[src/rtl/axil_reg_responder.sv]
// axil_reg_responder: AXI4-Lite responder exposing a 4-word register file.
// Words 0-2 are read/write and also drive o_reg0..o_reg2. Word 3 is a
// read-only count of completed write commits.
// Optional build macro AXIL_REG_RESPONDER_SLVERR_EN: a write to word 3
// answers SLVERR instead of OKAY.
module axil_reg_responder #(
   parameter logic [31:0] C_RESET_W0 = 32'h0000_0000,
   parameter logic [31:0] C_RESET_W1 = 32'h0000_0000,
   parameter logic [31:0] C_RESET_W2 = 32'h0000_0000
) (
   input  logic        i_clk,
   input  logic        i_reset_n,
   input  logic        S_AXI_AWVALID,
   output logic        S_AXI_AWREADY,
   input  logic [3:0]  S_AXI_AWADDR,
   input  logic [2:0]  S_AXI_AWPROT,
   input  logic        S_AXI_WVALID,
   output logic        S_AXI_WREADY,
   input  logic [31:0] S_AXI_WDATA,
   input  logic [3:0]  S_AXI_WSTRB,
   output logic        S_AXI_BVALID,
   input  logic        S_AXI_BREADY,
   output logic [1:0]  S_AXI_BRESP,
   input  logic        S_AXI_ARVALID,
   output logic        S_AXI_ARREADY,
   input  logic [3:0]  S_AXI_ARADDR,
   input  logic [2:0]  S_AXI_ARPROT,
   output logic        S_AXI_RVALID,
   input  logic        S_AXI_RREADY,
   output logic [31:0] S_AXI_RDATA,
   output logic [1:0]  S_AXI_RRESP,
   output logic [31:0] o_reg0,
   output logic [31:0] o_reg1,
   output logic [31:0] o_reg2
);

   localparam logic [2:0][31:0] RESET_VALS = {C_RESET_W2, C_RESET_W1, C_RESET_W0};

   // Holding buffers for the write address and write data channels
   logic        aw_full_q, aw_full_d;
   logic [1:0]  aw_idx_q, aw_idx_d;
   logic        w_full_q, w_full_d;
   logic [31:0] w_data_q, w_data_d;
   logic [3:0]  w_strb_q, w_strb_d;

   // Registered handshake outputs
   logic        awready_q, wready_q, arready_q;
   logic        bvalid_q, bvalid_d;
   logic [1:0]  bresp_q, bresp_d;
   logic        rvalid_q, rvalid_d;
   logic [31:0] rdata_q, rdata_d;

   // Register file and commit counter
   logic [2:0][31:0] regs_q, regs_d;
   logic [2:0]       wr_en;
   logic [31:0]      wcnt_q, wcnt_d;

   logic        aw_hs, w_hs, ar_hs, r_hs, commit;
   logic [31:0] rd_word;

   // Protection bits and byte-offset bits carry no meaning for this block
   logic unused_inputs;
   assign unused_inputs = ^{S_AXI_AWPROT, S_AXI_ARPROT, S_AXI_AWADDR[1:0], S_AXI_ARADDR[1:0]};

   assign aw_hs  = S_AXI_AWVALID & awready_q;
   assign w_hs   = S_AXI_WVALID & wready_q;
   assign ar_hs  = S_AXI_ARVALID & arready_q;
   assign r_hs   = rvalid_q & S_AXI_RREADY;
   // A commit may retire the previous response on the same edge it is accepted
   assign commit = aw_full_q & w_full_q & (~bvalid_q | S_AXI_BREADY);

   // Byte-lane update of each writable word when the commit targets it
   for (genvar gi = 0; gi < 3; gi++) begin : g_word
      assign wr_en[gi] = commit & (aw_idx_q == 2'(gi));
      for (genvar bi = 0; bi < 4; bi++) begin : g_byte
         assign regs_d[gi][8*bi +: 8] = (wr_en[gi] & w_strb_q[bi]) ? w_data_q[8*bi +: 8]
                                                                    : regs_q[gi][8*bi +: 8];
      end
   end

   // Read mux: word 3 is the commit counter
   always_comb begin
      rd_word = wcnt_q;
      if (S_AXI_ARADDR[3:2] != 2'd3) begin
         rd_word = regs_q[S_AXI_ARADDR[3:2]];
      end
   end

   // Next-state for buffers, responses and the counter
   always_comb begin
      aw_full_d = aw_full_q;
      aw_idx_d  = aw_idx_q;
      w_full_d  = w_full_q;
      w_data_d  = w_data_q;
      w_strb_d  = w_strb_q;
      bvalid_d  = bvalid_q;
      bresp_d   = bresp_q;
      rvalid_d  = rvalid_q;
      rdata_d   = rdata_q;
      wcnt_d    = wcnt_q;

      if (aw_hs) begin
         aw_full_d = 1'b1;
         aw_idx_d  = S_AXI_AWADDR[3:2];
      end
      if (w_hs) begin
         w_full_d = 1'b1;
         w_data_d = S_AXI_WDATA;
         w_strb_d = S_AXI_WSTRB;
      end

      if (bvalid_q && S_AXI_BREADY) begin
         bvalid_d = 1'b0;
      end
      if (commit) begin
         aw_full_d = 1'b0;
         w_full_d  = 1'b0;
         bvalid_d  = 1'b1;
         wcnt_d    = wcnt_q + 32'd1;
`ifdef AXIL_REG_RESPONDER_SLVERR_EN
         bresp_d   = (aw_idx_q == 2'd3) ? 2'b10 : 2'b00;
`else
         bresp_d   = 2'b00;
`endif
      end

      if (r_hs) begin
         rvalid_d = 1'b0;
      end
      if (ar_hs) begin
         rvalid_d = 1'b1;
         rdata_d  = rd_word;
      end
   end

   // State registers; READY outputs are registered copies of "buffer will be empty"
   always_ff @(posedge i_clk or negedge i_reset_n) begin
      if (!i_reset_n) begin
         aw_full_q <= 1'b0;
         aw_idx_q  <= 2'd0;
         w_full_q  <= 1'b0;
         w_data_q  <= 32'd0;
         w_strb_q  <= 4'd0;
         awready_q <= 1'b0;
         wready_q  <= 1'b0;
         arready_q <= 1'b0;
         bvalid_q  <= 1'b0;
         bresp_q   <= 2'b00;
         rvalid_q  <= 1'b0;
         rdata_q   <= 32'd0;
         regs_q    <= RESET_VALS;
         wcnt_q    <= 32'd0;
      end else begin
         aw_full_q <= aw_full_d;
         aw_idx_q  <= aw_idx_d;
         w_full_q  <= w_full_d;
         w_data_q  <= w_data_d;
         w_strb_q  <= w_strb_d;
         awready_q <= ~aw_full_d;
         wready_q  <= ~w_full_d;
         arready_q <= ~rvalid_d;
         bvalid_q  <= bvalid_d;
         bresp_q   <= bresp_d;
         rvalid_q  <= rvalid_d;
         rdata_q   <= rdata_d;
         regs_q    <= regs_d;
         wcnt_q    <= wcnt_d;
      end
   end

   assign S_AXI_AWREADY = awready_q;
   assign S_AXI_WREADY  = wready_q;
   assign S_AXI_BVALID  = bvalid_q;
   assign S_AXI_BRESP   = bresp_q;
   assign S_AXI_ARREADY = arready_q;
   assign S_AXI_RVALID  = rvalid_q;
   assign S_AXI_RDATA   = rdata_q;
   assign S_AXI_RRESP   = 2'b00;
   assign o_reg0        = regs_q[0];
   assign o_reg1        = regs_q[1];
   assign o_reg2        = regs_q[2];

endmodule

[config.mk]
export PLATFORM = sky130hd
export DESIGN_NAME = axil_reg_responder
export DESIGN_NICKNAME = d
export VERILOG_FILES = /design/src/rtl/axil_reg_responder.sv
export SDC_FILE = /design/constraint.sdc
export NUM_CORES = 1
export LEC_CHECK = 0
export ABC_AREA = 1
export CAP_MARGIN = 40
export CORE_ASPECT_RATIO = 1.4
export CORE_MARGIN = 4
export CORE_UTILIZATION = 55
export DETAILED_ROUTE_END_ITERATION = 8
export GPL_TIMING_DRIVEN = 0
export PLACE_DENSITY = 0.85
export SLEW_MARGIN = 20
export SYNTH_ARGS = -nofsm -noshare
export SYNTH_HDL_FRONTEND = slang
export SYNTH_SLANG_ARGS = --single-unit
[constraint.sdc]
create_clock -name i_clk -period 3.3 [get_ports i_clk]
set_input_delay 0.66 -clock i_clk [delete_from_list [all_inputs] [get_ports i_clk]]
set_output_delay 0.66 -clock i_clk [all_outputs]
set_load 0.05 [all_outputs]
# == Yosys cells after proc, flatten, opt, wreduce, memory -nomap -nowiden ==
# Index checks and enable logic that the tools add are counted.
# totals
ff_bits,205
in_bits,57
out_inout_bits,137
# classes
n_addsub,1
order_cmp,1
n_eq_ne,3
n_mux,11
bitwise_logic,26
n_reduce_logical,3
# ops
cell,count
32-bit binary-select mux with 2-bit select,1
32-bit two-way mux,2
"32-bit by 1-bit adder with 32-bit output, second input constant",1
1-bit bitwise AND,21
1-bit two-way mux,8
1-bit NOT,4
"2-bit by 3-bit less-than comparator with 1-bit output, second input constant",1
"2-bit by 1-bit == test with 1-bit output, second input constant",1
"2-bit == test, second input constant",1
2-bit zero test,1
"2-bit inequality test, second input constant",1
2-bit nonzero test,1
1-bit logical AND,1
1-bit OR,1

# == Depth between registers and ports, before layout ==
# Gate-level depths: netlist (run 1).
# depth
depth_word,5
depth_mapped,9

# == Worst setup path after synthesis (run 1) ==
# OpenSTA, ideal clock, no wires.
# synth_timing
path_kind,register to register
from,"register bvalid_q, in the netlist S_AXI_BVALID"
to,"register regs_q, in the netlist o_reg2[13]"
setup_time_ns,0.119
arrival_ns,1.589
required_time_ns,3.181
setup_slack_ns,1.592
stages_incl_launch_ff,8
n_path_buf,1
cell_sequence,dfrtp_1 -> nand2_2 -> nand3_4 -> nor3_4 -> nand2_4 -> buf_6 -> nand2_2 -> o21ai_2
# synth_via
elab_chain_len,5
# synth_lines
element,line,text
from (decl),48,"logic bvalid_q, bvalid_d;"
from (signal assigned),162,bvalid_q <= bvalid_d;
1-bit NOT,70,assign commit = aw_full_q & w_full_q & (~bvalid_q | S_AXI_BREADY);
1-bit OR,70,
1-bit bitwise AND,70,
1-bit bitwise AND,74,assign wr_en[gi] = commit & (aw_idx_q == 2'(gi));
1-bit bitwise AND,76,assign regs_d[gi][8*bi +: 8] = (wr_en[gi] & w_strb_q[bi]) ? w_data_q[8*bi +: 8]
to (signal assigned),166,regs_q <= regs_d;
to (decl),54,"logic [2:0][31:0] regs_q, regs_d;"
# No other way between the ends.
# A chain may end at the register's enable or synchronous reset.

# == Final worst setup path (run 1) ==
# layout_timing
from,"register bvalid_q, in the netlist S_AXI_BVALID"
to,output port S_AXI_BVALID
# layout_lines
element,line,text
to (decl),21,"output logic S_AXI_BVALID,"
# No word-level cell between the ends.

==> metrics.yaml, run 1 <==
grt_pass1_vias: 8324
yosysTopAreaCellShare_pct: 56.1
slew_viol_final: 0
drtIter0Drc: 637
grt_max_degree: 96
core.rowCount: 55
yosys_warnings: 0
cp-end-kind: "output port"
ctsHoldBuffers: 0
antenna_found_initial: 0
pin_count: 194
grt_pass1_wl_mm: 43.1
cts_sinks: 205
crit_chain: "clkdlybuf4s50_1"
first_pass_iters: 5
drc: 0
tns_ns: 0
final_area_sq_um: 11900
drive_gt1_share_pct: 9.33
die_h_um: 161
dp_hpwl_mm: 19.8
final_cell_mix: "nand2_1, dfrtp_1, clkdlybuf4s50_1"
netlist_area_sq_um: 9140
rsz0062_at_grt: "no"
clk-insertion-delay-late_ns: 0.50
outcome: "complete, no violations"
drtAntennaViolNets: 0
grt_usage_pct: 29.2
min_period_over_period_pct: 74.0
synthTopCellsByArea: "dfrtp_1, nand2_1, nor2_1"
critical-path-slowest-cell: "clkdlybuf4s50_1"
cp-start-kind: "register"
cts_tree: "built"
period_needed_ns: 2.44
maxSlewHeadroom_pct: 60.1
syn_avg_cell_area_sq_um: 8.83
syn_inst: 1035
holdCritPathClass: "in -> async"
numCtsBuffers: 21
cts_setup_buffers: 0
synth.largest_area_cell: "dfrtp_1"
cts_buffer_depth: 3
cts.htree.levels: 1
dp.cells: 1418
viasPerCell: 5.52
power_leakage_nw: 5.36
instances_no_fill: 1453
initial_core_util_pct: 56.3
skew_ns: 0.0196
critPathArrivalTime_ns: 1.78
setup_viol: 0
hold_viol: 0
critPathMaxStageDelay_ns: 0.84
n_antenna_cell: 0
fp.dieW_um: 117
clkTransAtPathRegs_ns: 0.06
coreArea_sq_um: 16200
yosysSeqAreaShare_pct: 56.1
via_count: 8016
cts_root_buf: "clkbuf_16"
critPathTopFamily: "buffers and inverters"
routed_wl_mm: 26.9
maxCapViolations: 0
ys_types: 34
worst-setup-path-type: "reg -> out"
final_net_count: 1300
gr-total-overflow: 0
crit_buf_inv: 1
io_buffers: 179
gp_congestion: 0.912
dieArea_sq_um: 18800
ys_seq_elements: 205
cts_resized: 0
ir_drop_mv: 0.692
hold_slack_ns: 0.0290
cp.required_ns: 2.64
fill_cells: 1192
area_delta_synth_final_pct: 30.4
worst_pin_slew_ns: 0.599
cp_max_fo: 3
fmax_mhz: 410
wl_per_cell_um: 18.5
postPlaceCellArea_sq_um: 11300
final_common_cell: "nand2_1"
power_density_nw_per_um2: 972
==> flip-flops by register name, indices dropped and copies added, names as in the netlist <==
name,count
wcnt_q,32
w_strb_q,4
w_full_q,1
S_AXI_RVALID,1
o_reg2,32
o_reg1,32
w_data_q,32
aw_full_q,1
o_reg0,32
S_AXI_ARREADY,1
S_AXI_BVALID,1
aw_idx_q,2
S_AXI_RDATA,32
S_AXI_WREADY,1
S_AXI_AWREADY,1
==> Yosys cell counts, drive strengths merged <==
library cell,n
o21bai,2
clkbuf,27
nand2,276
nand3,19
nor3,10
a31oi,32
nor2,137
conb,1
xor2,9
buf,19
inv,78
ha,1
xnor2,10
o21ai,164
nor3b,1
nand3b,1
a21oi,34
dfrtp,205
nand4,9
==> cells by family after synthesis <==
family | Yosys count | synth area share, %
xor gates and xnor gates | 19 | 1.82
AOI/OAI and AO/OA | 232 | 14.6
buffers and inverters | 124 | 6.01
other | 1 | 0.0410
DFF | 205 | 56.1
adders and majority gates | 1 | 0.137
and+or+nand+nor | 453 | 21.2
==> path summary, 6_finish.rpt <==
path	cells after the start	slack (ns)	from	endpoint
min in group i_clk	1	0.47	S_AXI_RVALID	S_AXI_ARREADY
worst min register to register	1	0.47	S_AXI_RVALID	S_AXI_ARREADY
max in group asynchronous	3	2.13	i_reset_n	S_AXI_RDATA[28]
worst min-delay path	1	0.03	i_reset_n	w_data_q[5]
worst max register to register	6	1.47	S_AXI_ARREADY	S_AXI_RDATA[26]
worst max-delay path	1	0.86	S_AXI_BVALID	S_AXI_BVALID
==> layout make-up <==
type | count | area [sq um] | share of cell area [%]
Sequential cell | 205 | 5130 | 43.0
Clock buffer | 26 | 564 | 4.73
Clock inverter | 9 | 103 | 0.861
Multi-Input combinational cell | 709 | 3470 | 29.1
Buffer | 46 | 256 | 2.15
Tap cell | 199 | 249 | 2.09
Inverter | 78 | 293 | 2.46
Timing Repair Buffer | 181 | 1850 | 15.5
==> routing by layer <==
layer	wire length [um]	GRT usage [%]	vias up
li1	-	-	3754
met1	9960	34.9	3872
met2	14100	51.2	303
met3	1470	4.45	87
met4	1340	13.1	0
met5	0	0	-
==> per-stage QoR <==
stage	power [mW]	setup slack (ns)	util (%)
6_report	11.6	0.859	73.4
5_1_grt	12.1	0.820	73.4
4_1_cts	11.6	0.851	73.4
3_5_place_dp	9.24	0.686	69.3
3_3_place_gp	9.10	-6.72	68.9
2_1_floorplan	7.31	1.59	-
==> report_power, final <==
part / switching, mW / internal (mW)
Clock: 0.962 / 1.37
Sequential: 0.705 / 3.35
Combinational: 3.59 / 1.60
Total: 5.26 / 6.32
Note: power is estimated with default switching activity, not from simulation.
==> inputs of run 2 (changes only) <==
- CORE_UTILIZATION: 55 -> 51
- PLACE_DENSITY: 0.85 -> 0.8
- clock period: 3.3 -> 2.3 ns (I/O delays scaled with it)
==> run 2 against run 1 <==
Compared with the run above: global-route usage fell by 2.6 points; non-clock buffer count up 1; sequential share of layout area is 0.33 points lower; hold slack gained 0.40 ns; worst setup slack got worse by 0.81 ns; sequential cell count unchanged; combinational power is 43% higher; clock skew down 0.0068 ns; critical path type unchanged; largest power group unchanged.
==> metrics.yaml, run 2 (synthesis results as in run 1) <==
cp_max_fo: 3
slew_viol_final: 0
pin_count: 194
routed_wl_mm: 26.9
grt_max_degree: 93
setup_viol: 0
gr-total-overflow: 0
outcome: "complete, no violations"
critPathMaxStageDelay_ns: 0.84
drive_gt1_share_pct: 9.48
drtIter0Drc: 671
io_buffers: 179
gp_congestion: 0.916
final_net_count: 1301
hold_viol: 0
dp_hpwl_mm: 19.8
maxCapViolations: 0
coreArea_sq_um: 17500
power_leakage_nw: 5.38
p_int_mw: 9.21
skew_ns: 0.0128
first_pass_iters: 5
period_needed_ns: 2.25
cts.htree.levels: 1
viasPerCell: 5.38
critPathArrivalTime_ns: 1.79
clk-insertion-delay-late_ns: 0.50
n_antenna_cell: 0
power_density_nw_per_um2: 1390
core.rowCount: 57
combinationalPowerShare_pct: 44.5
worst-setup-path-type: "reg -> out"
power_frac_clock_pct: 20.8
min_period_over_period_pct: 97.7
rsz0062_at_grt: "no"
antenna_found_initial: 0
crit_chain: "clkdlybuf4s50_1"
cp-start-kind: "register"
drc: 0
crit_buf_inv: 1
critPathTopFamily: "buffers and inverters"
final_cell_mix: "nand2_1, dfrtp_1, clkdlybuf4s50_1"
worst_pin_slew_ns: 0.656
tns_ns: 0
clkTransAtPathRegs_ns: 0.06
r2r_cells: 7
fp.dieW_um: 121
ir_drop_mv: 1.01
critical-path-slowest-cell: "clkdlybuf4s50_1"
total_power_mw: 16.7
drtAntennaViolNets: 0
p_sw_share_pct: 44.9
holdCritPathClass: "in -> async"
numCtsBuffers: 21
cts_tree: "built"
fmax_mhz: 445
grt_usage_pct: 26.6
final_common_cell: "nand2_1"
seqPwrFrac_pct: 34.7
cts_root_buf: "clkbuf_16"
grt_pass1_wl_mm: 42.6
via_count: 8028
power_switching_mw: 7.51
maxSlewHeadroom_pct: 56.3
cts_buffer_depth: 3
cts_sinks: 205
grt_pass1_vias: 8023
cp.required_ns: 1.84
reg2reg_from: "wcnt_q[14]"
die_h_um: 166
r2r-end: "wcnt_q[27]"
dieArea_sq_um: 20200
area_delta_synth_final_pct: 31.4
cp-end-kind: "output port"
ff2ff_setup_slack_ns: 0.40
initial_core_util_pct: 52.3
hold_slack_ns: 0.430
wl_per_cell_um: 18.0
fill_cells: 1395
[run 2: changes by cell type in the layout (fill, tap and decap cells not counted), sizes merged]
cell	delta
bufinv	+1
clkbuf	-1
clkinvlp	+1
dlygate4sd3	+1
inv	-1
[run 2: area by class of cell]
type	count	area, sq um	area share [%]
multi-input cells	709	3470	28.9
flip-flops and latches	205	5130	42.7
plain buffers	46	256	2.14
clock inverters	10	131	1.09
well taps	236	295	2.46
repair buffers	182	1860	15.5
inverters	78	293	2.44
clock buffers	25	571	4.75
[run 2: worst register-to-register path: stages (launching register included)]
cell and delay, ns:
dfrtp_1 0.46, nand2_1 0.12, nor2_1 0.43, inv_2 0.08, nor3_1 0.42, nand3_1 0.12, nand2_1 0.08, nand2_1 0.06
[run 2: worst max-delay path by stage]
stage                      end       startpoint  depth (start not counted)
3_3_place_gp        wcnt_q[21]        i_reset_n                          1
4_1_cts           S_AXI_BVALID     S_AXI_BVALID                          1
5_1_grt           S_AXI_BVALID     S_AXI_BVALID                          1
6_report          S_AXI_BVALID     S_AXI_BVALID                          1
2_1_floorplan       o_reg2[13]     S_AXI_BVALID                          7
3_5_place_dp   S_AXI_RDATA[30]  S_AXI_ARADDR[2]                          5
[run 2: power groups by stage]
stage	Sequential [mW]	Combinational [mW]	Clock, mW
global route	5.93	7.86	3.67
floorplan	8.48	2.01	0
CTS	5.78	7.48	3.52
finish	5.80	7.44	3.48
detailed placement	5.82	7.42	0
global placement	5.79	7.29	0
[run 2: metal layers]
metal	GRT usage [%]	vias up	routed length [um]
li1	-	3752	-
met1	32.1	3890	10200
met2	47.6	314	14000
met3	3.82	72	1530
met4	10.3	0	1090
met5	0	-	0
[run 2: timing repair]
action,in CTS,in global routing
hold endpoints to repair,47,0
buffers inserted,0,0
hold buffers,1,0
endpoints found under the setup margin,0,0
resized for setup,0,0
[run 2: metrics by stage]
step | cell area (sq um) | worst slack (ns) | util, % | std cells
floorplan | 9150 | 0.592 | - | 1038
global placement | 11200 | -7.62 | 64.3 | 1453
detailed placement | 11300 | -0.113 | 64.7 | 1455
CTS | 12000 | 0.0429 | 68.7 | 1491
global route | 12000 | 0.00487 | 68.7 | 1491
finish | 12000 | 0.0536 | 68.7 | 1491
==> inputs of run 3 (changes only) <==
- CAP_MARGIN: 40 -> default
- RECOVER_POWER: default -> 25
==> run 3 against run 2 <==
Compared with the run above: highest routed layer unchanged; sequential share of layout area increased by 0.11 points; non-clock buffer count unchanged; first-iteration DRC count decreased by 4.6%; largest power group unchanged.
==> metrics.yaml, run 3 (synthesis results as in run 1) <==
outcome: "complete, no violations"
gp_congestion: 0.916
io_buffers: 179
coreArea_sq_um: 17500
fp.dieW_um: 121
skew_ns: 0.0133
cts_buffer_depth: 3
critical-path-slowest-cell: "clkdlybuf4s50_1"
crit_chain: "clkdlybuf4s50_1"
core.rowCount: 57
via_count: 7974
maxSlewHeadroom_pct: 27.3
viasPerCell: 5.35
drtIter0Drc: 640
clkTransAtPathRegs_ns: 0.06
cp.required_ns: 1.84
holdCritPathClass: "in -> async"
dp_hpwl_mm: 19.8
power_density_nw_per_um2: 1390
cp_max_fo: 3
total_power_mw: 16.7
postPlaceCellArea_sq_um: 11300
n_antenna_cell: 0
critPathTopFamily: "buffers and inverters"
slew_viol_final: 0
power_leakage_nw: 5.38
cp-start-kind: "register"
final_cell_mix: "nand2_1, dfrtp_1, clkdlybuf4s50_1"
setup_viol: 0
wl_per_cell_um: 18.0
drive_gt1_share_pct: 9.08
critPathMaxStageDelay_ns: 0.89
grt_pass1_vias: 8023
rsz0062_at_grt: "no"
min_period_over_period_pct: 96.3
ir_drop_mv: 1.02
first_pass_iters: 5
area_delta_synth_final_pct: 31.1
fill_cells: 1400
drtAntennaViolNets: 0
tns_ns: 0
grt_pass1_wl_mm: 42.6
grt_usage_pct: 26.6
antenna_found_initial: 0
fmax_mhz: 451
hold_viol: 0
hold_slack_ns: 0.427
grt_max_degree: 93
die_h_um: 166
gr-total-overflow: 0
worst_pin_slew_ns: 1.09
regArea_sq_um: 5130
crit_buf_inv: 1
cp-end-kind: "output port"
maxCapViolations: 0
final_common_cell: "nand2_1"
final_area_sq_um: 12000
period_needed_ns: 2.21
clk-insertion-delay-late_ns: 0.50
cts_tree: "built"
drc: 0
numCtsBuffers: 21
pin_count: 194
multi_input_area_sq_um: 3450
cts_sinks: 205
initial_core_util_pct: 52.3
cts_root_buf: "clkbuf_16"
final_net_count: 1301
cts_resized: 0
routed_wl_mm: 26.9
critPathArrivalTime_ns: 1.75
worst-setup-path-type: "reg -> out"
cts.htree.levels: 1
dieArea_sq_um: 20200
## run 3: final cells by class
cell class | count | share of cell area (%)
buffer | 46 | 2.11
clock buffer | 25 | 4.76
clock inverter | 10 | 1.10
inverter | 78 | 2.44
multi-input combinational | 709 | 28.8
sequential | 205 | 42.8
tap | 236 | 2.46
timing repair buffer | 182 | 15.5
## run 3: power by group
group / internal, mW / switching (mW)
Combinational: 2.27 / 5.13
Clock: 2.10 / 1.38
Sequential: 4.81 / 0.972
## run 3: path summary, 6_finish.rpt
path	start	endpoint	slack, ns	cells past startpoint
setup / recovery	o_reg0[18]	o_reg0[18]	0.09	1
hold / removal	i_reset_n	o_reg0[5]	0.43	2
setup reg to reg	S_AXI_BVALID	wcnt_q[24]	0.12	6
hold reg to reg	S_AXI_RVALID	S_AXI_ARREADY	0.47	1
max in group asynchronous	i_reset_n	wcnt_q[21]	0.75	4
min in group i_clk	S_AXI_RVALID	S_AXI_ARREADY	0.47	1
## run 3: repair_timing
| action | 4_1_cts | 5_1_grt |
|---|---|---|
| hold endpoints to repair | 47 | 0 |
| hold buffers | 1 | 0 |
| buffers inserted | 0 | 0 |
## run 3: metrics by stage
step	std cells	util [%]	setup slack [ns]
floorplan	1038	-	0.592
global placement	1453	64.3	-7.62
detailed placement	1455	64.7	-0.113
CTS	1491	68.7	0.0429
global route	1491	68.6	0.0417
finish	1491	68.6	0.0851
## run 3: layer usage
layer	routed length, um	vias to the layer above	part of all wire [%]	global-route usage [%]
met3	1390	63	5.2	3.82
met1	10400	3898	39	32.1
met4	1030	0	3.8	10.3
li1	-	3754	-	-
met5	0	-	0	0
met2	14100	259	52	47.6
